## src/rtl/page_table_walker_if.sv

```systemverilog
// Page-table-walker bus bundle: TLB miss requests, PTE memory read port,
// TLB fill/fault responses and status.
//   slave  : the walker's view (requests/mem data in, fills/faults/mem req out)
//   master : the environment's view (TLBs, memory, exception logic)
interface page_table_walker_if #(
  parameter int ADDR_W = 32,
  parameter int PTE_W  = 32
);
  logic [ADDR_W-1:0] ptbr;
  logic              itlb_req;
  logic [ADDR_W-1:0] itlb_va;
  logic              dtlb_req;
  logic [ADDR_W-1:0] dtlb_va;
  logic              dtlb_is_store;
  logic              user_mode;
  logic              kill;
  logic              mem_req;
  logic [ADDR_W-1:0] mem_addr;
  logic              mem_ack;
  logic [PTE_W-1:0]  mem_rdata;
  logic              itlb_done;
  logic              dtlb_done;
  logic              fill_valid;
  logic [ADDR_W-1:0] fill_va;
  logic [ADDR_W-1:0] fill_pa;
  logic              fill_writable;
  logic              fault_valid;
  logic [ADDR_W-1:0] fault_va;
  logic [1:0]        fault_cause;
  logic              busy;

  modport slave (
    input  ptbr, itlb_req, itlb_va, dtlb_req, dtlb_va, dtlb_is_store,
           user_mode, kill, mem_ack, mem_rdata,
    output mem_req, mem_addr, itlb_done, dtlb_done, fill_valid, fill_va,
           fill_pa, fill_writable, fault_valid, fault_va, fault_cause, busy
  );

  modport master (
    output ptbr, itlb_req, itlb_va, dtlb_req, dtlb_va, dtlb_is_store,
           user_mode, kill, mem_ack, mem_rdata,
    input  mem_req, mem_addr, itlb_done, dtlb_done, fill_valid, fill_va,
           fill_pa, fill_writable, fault_valid, fault_va, fault_cause, busy
  );
endinterface

```

## src/rtl/page_table_walker.sv

```systemverilog
// Single-level hardware page table walker serving iTLB and dTLB misses.
// Reads one PTE per miss and answers with either a TLB fill or a page fault.
// Ports:
//   clk_i  : clock
//   rst_ni : asynchronous active-low reset
//   bus    : page_table_walker_if.slave (requests, PTE read port, responses)
//
// state  | meaning
// IDLE   | no walk; accepts dTLB (priority) or iTLB miss
// REQ    | PTE read issued this cycle
// WAIT   | PTE read outstanding, waiting for mem_ack
// RESP   | one-cycle done + fill or fault pulse
// DRAIN  | walk killed while read outstanding; swallow the ack
module page_table_walker #(
  parameter int ADDR_W    = 32,
  parameter int PAGE_BITS = 12,
  parameter int PTE_W     = 32
) (
  input logic               clk_i,
  input logic               rst_ni,
  page_table_walker_if.slave bus
);
  typedef enum logic [2:0] {S_IDLE, S_REQ, S_WAIT, S_RESP, S_DRAIN} state_t;

  state_t            state_q;
  logic [ADDR_W-1:0] va_q;
  logic              store_q;
  logic              user_q;
  logic              sel_d_q;
  logic              mem_req_q;
  logic [ADDR_W-1:0] mem_addr_q;
  logic              itlb_done_q;
  logic              dtlb_done_q;
  logic              fill_valid_q;
  logic [ADDR_W-1:0] fill_va_q;
  logic [ADDR_W-1:0] fill_pa_q;
  logic              fill_w_q;
  logic              fault_valid_q;
  logic [ADDR_W-1:0] fault_va_q;
  logic [1:0]        fault_cause_q;

  logic [ADDR_W-1:0] cap_va_d;
  logic [ADDR_W-1:0] pte_addr_d;
  logic              fault_d;
  logic [1:0]        cause_d;
  logic              unused_pte_bits;

  assign cap_va_d   = bus.dtlb_req ? bus.dtlb_va : bus.itlb_va;
  // PTE address wraps naturally at ADDR_W bits.
  assign pte_addr_d = bus.ptbr +
                      {{(PAGE_BITS-2){1'b0}}, cap_va_d[ADDR_W-1:PAGE_BITS], 2'b00};
  assign unused_pte_bits = ^bus.mem_rdata[PAGE_BITS-1:3];

  // Fault priority: not valid, then user on supervisor page, then store to RO.
  always_comb begin
    fault_d = 1'b1;
    cause_d = 2'd0;
    if (!bus.mem_rdata[0]) begin
      cause_d = 2'd0;
    end else if (user_q && !bus.mem_rdata[1]) begin
      cause_d = 2'd1;
    end else if (store_q && !bus.mem_rdata[2]) begin
      cause_d = 2'd2;
    end else begin
      fault_d = 1'b0;
    end
  end

  always_ff @(posedge clk_i or negedge rst_ni) begin
    if (!rst_ni) begin
      state_q       <= S_IDLE;
      va_q          <= '0;
      store_q       <= 1'b0;
      user_q        <= 1'b0;
      sel_d_q       <= 1'b0;
      mem_req_q     <= 1'b0;
      mem_addr_q    <= '0;
      itlb_done_q   <= 1'b0;
      dtlb_done_q   <= 1'b0;
      fill_valid_q  <= 1'b0;
      fill_va_q     <= '0;
      fill_pa_q     <= '0;
      fill_w_q      <= 1'b0;
      fault_valid_q <= 1'b0;
      fault_va_q    <= '0;
      fault_cause_q <= 2'd0;
    end else begin
      itlb_done_q   <= 1'b0;
      dtlb_done_q   <= 1'b0;
      fill_valid_q  <= 1'b0;
      fault_valid_q <= 1'b0;
      case (state_q)
        S_IDLE: begin
          if (!bus.kill && (bus.dtlb_req || bus.itlb_req)) begin
            va_q       <= cap_va_d;
            store_q    <= bus.dtlb_req & bus.dtlb_is_store;
            user_q     <= bus.user_mode;
            sel_d_q    <= bus.dtlb_req;
            mem_req_q  <= 1'b1;
            mem_addr_q <= pte_addr_d;
            state_q    <= S_REQ;
          end
        end
        S_REQ, S_WAIT: begin
          if (bus.kill) begin
            mem_req_q <= 1'b0;
            // A read already acked needs no draining.
            state_q   <= (state_q == S_REQ || bus.mem_ack) ? S_IDLE : S_DRAIN;
          end else if (bus.mem_ack) begin
            mem_req_q   <= 1'b0;
            itlb_done_q <= ~sel_d_q;
            dtlb_done_q <= sel_d_q;
            if (fault_d) begin
              fault_valid_q <= 1'b1;
              fault_va_q    <= va_q;
              fault_cause_q <= cause_d;
            end else begin
              fill_valid_q <= 1'b1;
              fill_va_q    <= {va_q[ADDR_W-1:PAGE_BITS], {PAGE_BITS{1'b0}}};
              fill_pa_q    <= {bus.mem_rdata[PTE_W-1:PAGE_BITS], {PAGE_BITS{1'b0}}};
              fill_w_q     <= bus.mem_rdata[2];
            end
            state_q <= S_RESP;
          end else begin
            state_q <= S_WAIT;
          end
        end
        S_RESP:  state_q <= S_IDLE;
        S_DRAIN: if (bus.mem_ack) state_q <= S_IDLE;
        default: state_q <= S_IDLE;
      endcase
    end
  end

  assign bus.mem_req       = mem_req_q;
  assign bus.mem_addr      = mem_addr_q;
  assign bus.itlb_done     = itlb_done_q;
  assign bus.dtlb_done     = dtlb_done_q;
  assign bus.fill_valid    = fill_valid_q;
  assign bus.fill_va       = fill_va_q;
  assign bus.fill_pa       = fill_pa_q;
  assign bus.fill_writable = fill_w_q;
  assign bus.fault_valid   = fault_valid_q;
  assign bus.fault_va      = fault_va_q;
  assign bus.fault_cause   = fault_cause_q;
  assign bus.busy          = (state_q != S_IDLE);
endmodule

```

## src/flat_wrapper.sv

```systemverilog
// flat-port wrapper written by rule: the top's interface ports become plain ports
module page_table_walker_flat 
#(
  parameter int ADDR_W    = 32,
  parameter int PAGE_BITS = 12,
  parameter int PTE_W     = 32
)
  (clk_i, rst_ni, bus_ptbr, bus_itlb_req, bus_itlb_va, bus_dtlb_req, bus_dtlb_va, bus_dtlb_is_store, bus_user_mode, bus_kill, bus_mem_ack, bus_mem_rdata, bus_mem_req, bus_mem_addr, bus_itlb_done, bus_dtlb_done, bus_fill_valid, bus_fill_va, bus_fill_pa, bus_fill_writable, bus_fault_valid, bus_fault_va, bus_fault_cause, bus_busy);
  page_table_walker_if #(.ADDR_W(ADDR_W), .PTE_W(PTE_W)) bus_i ();
  input logic clk_i;
  input logic rst_ni;
  input wire logic [$bits(bus_i.ptbr)-1:0] bus_ptbr;
  input wire logic [$bits(bus_i.itlb_req)-1:0] bus_itlb_req;
  input wire logic [$bits(bus_i.itlb_va)-1:0] bus_itlb_va;
  input wire logic [$bits(bus_i.dtlb_req)-1:0] bus_dtlb_req;
  input wire logic [$bits(bus_i.dtlb_va)-1:0] bus_dtlb_va;
  input wire logic [$bits(bus_i.dtlb_is_store)-1:0] bus_dtlb_is_store;
  input wire logic [$bits(bus_i.user_mode)-1:0] bus_user_mode;
  input wire logic [$bits(bus_i.kill)-1:0] bus_kill;
  input wire logic [$bits(bus_i.mem_ack)-1:0] bus_mem_ack;
  input wire logic [$bits(bus_i.mem_rdata)-1:0] bus_mem_rdata;
  output wire logic [$bits(bus_i.mem_req)-1:0] bus_mem_req;
  output wire logic [$bits(bus_i.mem_addr)-1:0] bus_mem_addr;
  output wire logic [$bits(bus_i.itlb_done)-1:0] bus_itlb_done;
  output wire logic [$bits(bus_i.dtlb_done)-1:0] bus_dtlb_done;
  output wire logic [$bits(bus_i.fill_valid)-1:0] bus_fill_valid;
  output wire logic [$bits(bus_i.fill_va)-1:0] bus_fill_va;
  output wire logic [$bits(bus_i.fill_pa)-1:0] bus_fill_pa;
  output wire logic [$bits(bus_i.fill_writable)-1:0] bus_fill_writable;
  output wire logic [$bits(bus_i.fault_valid)-1:0] bus_fault_valid;
  output wire logic [$bits(bus_i.fault_va)-1:0] bus_fault_va;
  output wire logic [$bits(bus_i.fault_cause)-1:0] bus_fault_cause;
  output wire logic [$bits(bus_i.busy)-1:0] bus_busy;
  assign bus_i.ptbr = bus_ptbr;
  assign bus_i.itlb_req = bus_itlb_req;
  assign bus_i.itlb_va = bus_itlb_va;
  assign bus_i.dtlb_req = bus_dtlb_req;
  assign bus_i.dtlb_va = bus_dtlb_va;
  assign bus_i.dtlb_is_store = bus_dtlb_is_store;
  assign bus_i.user_mode = bus_user_mode;
  assign bus_i.kill = bus_kill;
  assign bus_i.mem_ack = bus_mem_ack;
  assign bus_i.mem_rdata = bus_mem_rdata;
  assign bus_mem_req = bus_i.mem_req;
  assign bus_mem_addr = bus_i.mem_addr;
  assign bus_itlb_done = bus_i.itlb_done;
  assign bus_dtlb_done = bus_i.dtlb_done;
  assign bus_fill_valid = bus_i.fill_valid;
  assign bus_fill_va = bus_i.fill_va;
  assign bus_fill_pa = bus_i.fill_pa;
  assign bus_fill_writable = bus_i.fill_writable;
  assign bus_fault_valid = bus_i.fault_valid;
  assign bus_fault_va = bus_i.fault_va;
  assign bus_fault_cause = bus_i.fault_cause;
  assign bus_busy = bus_i.busy;
  page_table_walker #(.ADDR_W(ADDR_W), .PAGE_BITS(PAGE_BITS), .PTE_W(PTE_W)) u_core (.clk_i(clk_i), .rst_ni(rst_ni), .bus(bus_i));
endmodule
```

## config.mk

```make
export PLATFORM = sky130hd
export DESIGN_NAME = page_table_walker_flat
export DESIGN_NICKNAME = d
export VERILOG_FILES = /design/src/rtl/page_table_walker_if.sv /design/src/rtl/page_table_walker.sv /design/src/flat_wrapper.sv
export SDC_FILE = /design/constraint.sdc
export NUM_CORES = 1
export LEC_CHECK = 0
export ABC_AREA = 1
export CAP_MARGIN = 25
export CORE_ASPECT_RATIO = 1.25
export CORE_UTILIZATION = 30
export CTS_CLUSTER_SIZE = 28
export DETAILED_ROUTE_END_ITERATION = 8
export MAX_ROUTING_LAYER = met4
export SETUP_SLACK_MARGIN = 0.5
export SLEW_MARGIN = 0
export SYNTH_ARGS = -nofsm -noshare
export SYNTH_HDL_FRONTEND = slang
export SYNTH_SLANG_ARGS = --single-unit
```

## constraint.sdc

```tcl
create_clock -name clk_i -period 2 [get_ports clk_i]
set_clock_uncertainty 0.1 [all_clocks]
set_input_delay 0.4 -clock clk_i [delete_from_list [all_inputs] [get_ports clk_i]]
set_output_delay 0.4 -clock clk_i [all_outputs]
set_load 0.01 [all_outputs]
```

# ---- Word-level counts from Yosys, hierarchy flattened
# Cells that the tools add are included.
dict set report totals {
  reg_bits 150
  inputBits 136
}
dict set report op_classes {
  addsub 1
  n_eq_ne 6
  muxes 31
  bitwise_logic 4
  n_reduce_logical 17
}
# op n
set op_table {}
lappend op_table {{$add A32 B22 Y32} 1}
lappend op_table {{$mux W32} 1}
lappend op_table {{$mux W1} 21}
lappend op_table {{$mux W3} 4}
lappend op_table {{$pmux W3 S3} 1}
lappend op_table {{$reduce_and A4 Y1} 2}
lappend op_table {{$mux W2} 3}
lappend op_table {{$reduce_and A2 Y1} 2}
lappend op_table {{$eq A3 B1 Y1 const B} 1}
lappend op_table {{$eq A3 B2 Y1 const B} 1}
lappend op_table {{$eq A3 B3 Y1 const B} 1}
lappend op_table {{$logic_and A1 B1 Y1} 3}
lappend op_table {{$logic_not A1 Y1} 3}
lappend op_table {{$logic_not A3 Y1} 1}
lappend op_table {{$ne A3 B3 Y1 const B} 1}
lappend op_table {{$not A1 Y1} 3}
lappend op_table {{$reduce_and A3 Y1} 1}
lappend op_table {{$reduce_bool A3 Y1} 1}
lappend op_table {{$logic_or A1 B1 Y1} 2}
lappend op_table {{$ne A2 B1 Y1 const B} 1}
lappend op_table {{$ne A2 B2 Y1 const B} 1}
lappend op_table {{$pmux W1 S2} 1}
lappend op_table {{$reduce_bool A2 Y1} 1}
lappend op_table {{$reduce_or A2 Y1} 1}
lappend op_table {{$and A1 B1 Y1} 1}

# ---- Depth between registers and ports, before layout
dict set report depth {
  depth_word 9
  mapped_depth 17
  mapped_depth_nobuf 15
}

# ---- Least setup slack after synthesis
# No wires, ideal clock.
dict set report synth_timing {
  kind {input to register}
  start {input bus_dtlb_req}
  end {register u_core.mem_addr_q[18] (netlist: u_core.bus.mem_addr[18])}
  setup_time_ns 0.117
  t_arrival_ns 2.459
  slack_ns -0.676
  cell_stages 16
  path_buffers 2
  path_cell_list {buf_2 > inv_1 > clkbuf_1 > nand2_1 > nand2_1 > ha_1 > fa_1 > nand3_1 > nand3_1 > nand2_1 > nand2_1 > nand2_1 > nand2_1 > or2_2 > nand3_1 > nand2_1}
}
dict set report synth_between {
  elab_cells_between_ends 5
}
# item line_no
set synth_lines {}
lappend synth_lines {{from (decl)} flat_wrapper.sv:15} ;# input wire logic [$bits(bus_i.dtlb_req)-1:0] bus_dtlb_req;
lappend synth_lines {{$mux W32} page_table_walker.sv:48} ;# assign cap_va_d = bus.dtlb_req ? bus.dtlb_va : bus.itlb_va;
lappend synth_lines {{named net u_core.cap_va_d[12]} page_table_walker.sv:42} ;# logic [ADDR_W-1:0] cap_va_d;
lappend synth_lines {{$add A32 B22 Y32} page_table_walker.sv:50} ;# assign pte_addr_d = bus.ptbr +
lappend synth_lines {{to (signal assigned)} page_table_walker.sv:100} ;# mem_addr_q <= pte_addr_d;
lappend synth_lines {{to (decl)} page_table_walker.sv:31} ;# logic [ADDR_W-1:0] mem_addr_q;
# The timed path passes the listed nets, and every way through them passes these cells.
# A chain may end at the register's enable or synchronous reset.

# ---- Worst setup path in the final report
dict set report layout_timing {
  start {input bus_ptbr[2]}
  end {register u_core.mem_addr_q[14] (netlist: u_core.bus.mem_addr[14])}
}
dict set report layout_between {
  elab_chain_cells 1
}
# item line_no
set layout_lines {}
lappend layout_lines {{from (decl)} flat_wrapper.sv:12} ;# input wire logic [$bits(bus_i.ptbr)-1:0] bus_ptbr;
lappend layout_lines {{$add A32 B22 Y32} page_table_walker.sv:50}
# Every way passes these cells.

==> impl_summary.txt <==
----------------------------------------------------
[Routing]
  Remaining design rule violation count ... 0
  First-pass iteration count of the detailed router ... 5
  Initial drt markers ... 426
  Wirelength per Cell ... 17.3 µm
  Number of nets still failing antenna checks after routing ... 0
  Vias after detailed routing ... 8642
  Post-DR vias/cell ... 4.64
  WL final ... 32300 µm

[Synthesis]
  Biggest area contributors in the synthesized netlist ... sky130_fd_sc_hd__dfrtp_1 (47%), sky130_fd_sc_hd__nand2_1 (22%), sky130_fd_sc_hd__inv_1 (5.1%)
  Post-synth top flop ... sky130_fd_sc_hd__dfrtp_1
  Post-Synthesis Cell Area ... 7990 µm²
  Cells after synthesis ... 1066
  Post-synth cell types ... 30
  Post-synth EDFFs ... 0
  Post-Syn Area per Cell ... 7.49 µm²
  Portion of synthesized cell area occupied by the leading cell type ... 47.0%
  Share of async-settable or async-resettable flops after synthesis ... 100%
  Warning count from the yosys run ... 0
  Yosys top cell by area ... sky130_fd_sc_hd__dfrtp_1
  Count of state elements after synthesis ... 150
  Share of the yosys chip area belonging to registers ... 47.0%

[Floorplanning]
  Horizontal die dimension ... 148 µm
  # rows ... 66
  Area of the core ... 26100 µm²
  Io pins ... 273
  Die extent in y ... 184 µm
  Initial Utilization ... 30.6%
  Die ar. ... 27300 µm²

[Final layout]
  Combined area of the multi-input logic cells ... 5500 µm²
  Filler cell count in the final layout ... 2193
  P&R area growth vs syn ... 89.8%
  Nets@finish ... 1662
  Final Instance Area ... 15200 µm²
  Sequential cell area ... 3750 µm²
  Share of layout cells above drive strength 1 ... 49.2%

[GRT]
  Vias in the first global route ... 8153
  Largest net degree at the start of global routing ... 45
  Congestion Overflow GR ... 0
  Wire length of the first global-routing pass ... 43600 µm
  Total routing usage reported by global routing ... 21.8%
  Number of antenna violations at the first check in global routing ... 2

[STA]
  Max Slew Vio Count ... 0
  Setup-failing EPs final ... 10
  Setup repair after global routing missed its margin ... true
  Top achievable clock speed ... 482 MHz
  Final setup margin ... -0.0751 ns
  Fin. Hold Viols ... 0
  Min Clock Period, post-route ... 2.08 ns
  Period utilisation layout ... 104%

[Setup path]
  Data arrival time of the worst path ... 2.35 ns
  Buffer and inverter count on the worst path ... 3
  Start-to-end type of the worst setup path ... in2reg
  Source of the worst register-to-register timing path ... u_core.state_q[1]
  Required time at the endpoint of the critical path ... 2.27 ns
  Highest cell delay on the worst timing path ... 0.48 ns
  Depth of the most critical reg-to-reg path ... 12
  CP endpoint kind ... flop
  Kind of start point of the critical path ... input pin
  Setup slack of the most critical reg-to-reg path ... 0.11 ns
  Crit-path cells ... clkdlybuf4s50_1 -> ha_4 -> fa_2 -> nand3_2 -> nand3_4 -> buf_6 -> nand3_4 -> nand2_4 -> buf_6 -> xnor2_2 -> o21ai_1
  Critical-path top delay cell ... sky130_fd_sc_hd__clkdlybuf4s50_1
  Capture point of the critical path ... u_core.bus.mem_addr[14]
  Endpoint of the worst register-to-register path ... u_core.bus.fault_va[21]
  Kind of cell adding the most delay to the critical path ... buffers and inverters
  Start point of the critical path ... bus_ptbr[2]
  Cell depth of the worst setup path ... 11
  Critical path fanouts, max ... 4

[Clock network]
  H-tree level count ... 4
  Total CTS buffers ... 17
  Source-to-sink clock delay at the later pin of the worst-skew pair ... 0.44 ns
  Num Clock Sinks ... 150
  TritonCTS clock tree ... done
  Clock-pin slew reported for the worst setup and hold paths after clock tree synthesis ... 0.07 ns
  Master cell of the clock root buffer ... sky130_fd_sc_hd__clkbuf_16
  Longest Clk Path Bufs ... 2

[Placed design]
  Post-Place Cell Area ... 11600 µm²
  Total half-perimeter wirelength after legalization and detailed placement ... 20300 µm
  Gp weighted congestion ... 0.907
  Count of input and output buffers ... 239

[Power and ir drop]
  Power per Cell Area ... 1140 nW/µm²
  P_leak ... 7.70 nW
  Overall power of the completed layout ... 17.2 mW
  Highest ir drop seen on vdd ... 0.617 mV

[Hold path]
  Min-Delay Path Class ... reg2reg

[Run status]
  Outcome ... complete, but fails checks
  Violated checks ... setup timing

[Flow run]
  Reported max-cap violation count ... 0

----------------------------------------------------
-- per-layer routing --
layer	up-vias	track usage (%)	wire [µm]
li1	4166	-	-
met1	4107	25.1	12500
met2	281	36.8	17000
met3	88	3.71	1250
met4	0	10.7	1470
met5	-	-	0
-- worst reg2reg max path, stage by stage, from the launching register on --
cell and delay [ns]:
sky130_fd_sc_hd__dfrtp_1 0.42, sky130_fd_sc_hd__buf_6 0.15, sky130_fd_sc_hd__inv_4 0.05, sky130_fd_sc_hd__nand3_2 0.07, sky130_fd_sc_hd__nand2_2 0.06, sky130_fd_sc_hd__inv_2 0.04, sky130_fd_sc_hd__nor2_4 0.12, sky130_fd_sc_hd__nand2_4 0.11
sky130_fd_sc_hd__nor2_4 0.16, sky130_fd_sc_hd__clkinv_4 0.16, sky130_fd_sc_hd__buf_12 0.21, sky130_fd_sc_hd__nand2_2 0.08, sky130_fd_sc_hd__o21ai_2 0.05
-- layout make-up --
type | count | share of cell area, %
well taps | 340 | 2.81
repair inverters | 3 | 0.363
repair buffers | 452 | 28.3
clock buffers | 21 | 2.90
clock inverters | 11 | 1.30
inverters | 114 | 3.25
diodes | 3 | 0.0495
flip-flops and latches | 150 | 24.8
multi-input cells | 767 | 36.3
-- Yosys cell counts (2+ instances only) --
master and count:
sky130_fd_sc_hd__nand3b_1 5, sky130_fd_sc_hd__clkbuf_1 9, sky130_fd_sc_hd__nand4_1 5, sky130_fd_sc_hd__nor2_1 51, sky130_fd_sc_hd__buf_6 5, sky130_fd_sc_hd__ha_1 20, sky130_fd_sc_hd__o21ai_2 20, sky130_fd_sc_hd__nand2_1 470
sky130_fd_sc_hd__a31oi_1 12, sky130_fd_sc_hd__dfrtp_1 150, sky130_fd_sc_hd__a21oi_1 15, sky130_fd_sc_hd__xnor2_1 12, sky130_fd_sc_hd__buf_4 29, sky130_fd_sc_hd__nor2_4 2, sky130_fd_sc_hd__inv_1 108, sky130_fd_sc_hd__nor3_1 11
sky130_fd_sc_hd__o21ai_1 22, sky130_fd_sc_hd__o21ai_0 46, sky130_fd_sc_hd__nand3_1 44, sky130_fd_sc_hd__buf_2 16, sky130_fd_sc_hd__inv_2 5
-- through the flow --
stage	cells	setup TNS (ns)	utilization, %	setup WS (ns)	hold WS [ns]
finish	1861	-0.395	58.1	-0.0751	0.353
global route	1860	-1.47	58.1	-0.127	0.386
CTS	1776	0	49.7	0.0195	0.352
detailed placement	1706	-42.28	44.6	-0.948	0.263
global placement	1706	-41.18	44.6	-0.909	0.264
floorplan	1089	-1.83	-	-0.302	0.00441
-- sequential cells by signal, summed over array words and instances, names as in the netlist --
register,cells
u_core.bus.dtlb_done,1
u_core.bus.fault_cause,2
u_core.bus.fault_va,32
u_core.bus.fault_valid,1
u_core.bus.fill_pa,20
u_core.bus.fill_va,20
u_core.bus.fill_valid,1
u_core.bus.fill_writable,1
u_core.bus.itlb_done,1
u_core.bus.mem_addr,32
u_core.bus.mem_req,1
u_core.sel_d_q,1
u_core.state_q,3
u_core.store_q,1
u_core.user_q,1
u_core.va_q,32
-- timing repair --
| action | 4_1_cts | 5_1_grt |
|---|---|---|
| hold buffers | 1 | 0 |
| gates cloned | 4 | 26 |
| buffers inserted | 33 | 56 |
| endpoints found under the setup margin | 256 | 225 |
| gates resized for setup | 544 | 455 |
| pin swaps | 81 | 109 |
| hold endpoints to repair | 38 | 0 |
-- cells by family after synthesis --
logic type	after synthesis	share of synthesized area (%)
other cells	1	0.0470
flops	150	47.0
fa+ha+maj	21	3.38
compound gates	117	8.55
simple gates	592	29.5
xor+xnor	12	1.32
buf+inv	173	10.2
-- report_power, final --
group          total, mW  switching [mW]  internal [mW]
clock               3.57            1.35           2.22
sequential          5.24           0.849           4.39
combinational       8.41            4.27           4.14
-- layout by cell type (no fill, tap or decap), types with 44 or more instances in the layout --
cell type / n
sky130_fd_sc_hd__nand2_4: 104
sky130_fd_sc_hd__inv_1: 96
sky130_fd_sc_hd__o21ai_2: 44
sky130_fd_sc_hd__nand2_1: 246
sky130_fd_sc_hd__nand2_2: 119
sky130_fd_sc_hd__clkdlybuf4s50_1: 102
sky130_fd_sc_hd__dfrtp_1: 150
sky130_fd_sc_hd__buf_6: 52
sky130_fd_sc_hd__buf_2: 62
sky130_fd_sc_hd__buf_4: 134
-- worst min path at each step --
stage	start	endpoint	slack, ns	depth (start not counted)
final	u_core.sel_d_q	u_core.bus.itlb_done	0.35	1
after global routing	u_core.sel_d_q	u_core.bus.itlb_done	0.39	1
after CTS	u_core.sel_d_q	u_core.bus.itlb_done	0.35	1
after detailed placement	rst_ni	u_core.bus.fault_va[19]	0.26	1
after global placement	rst_ni	u_core.bus.fault_va[16]	0.26	1
after floorplan	rst_ni	u_core.bus.dtlb_done	0.004	0
Note: power is estimated with default switching activity, not from simulation.
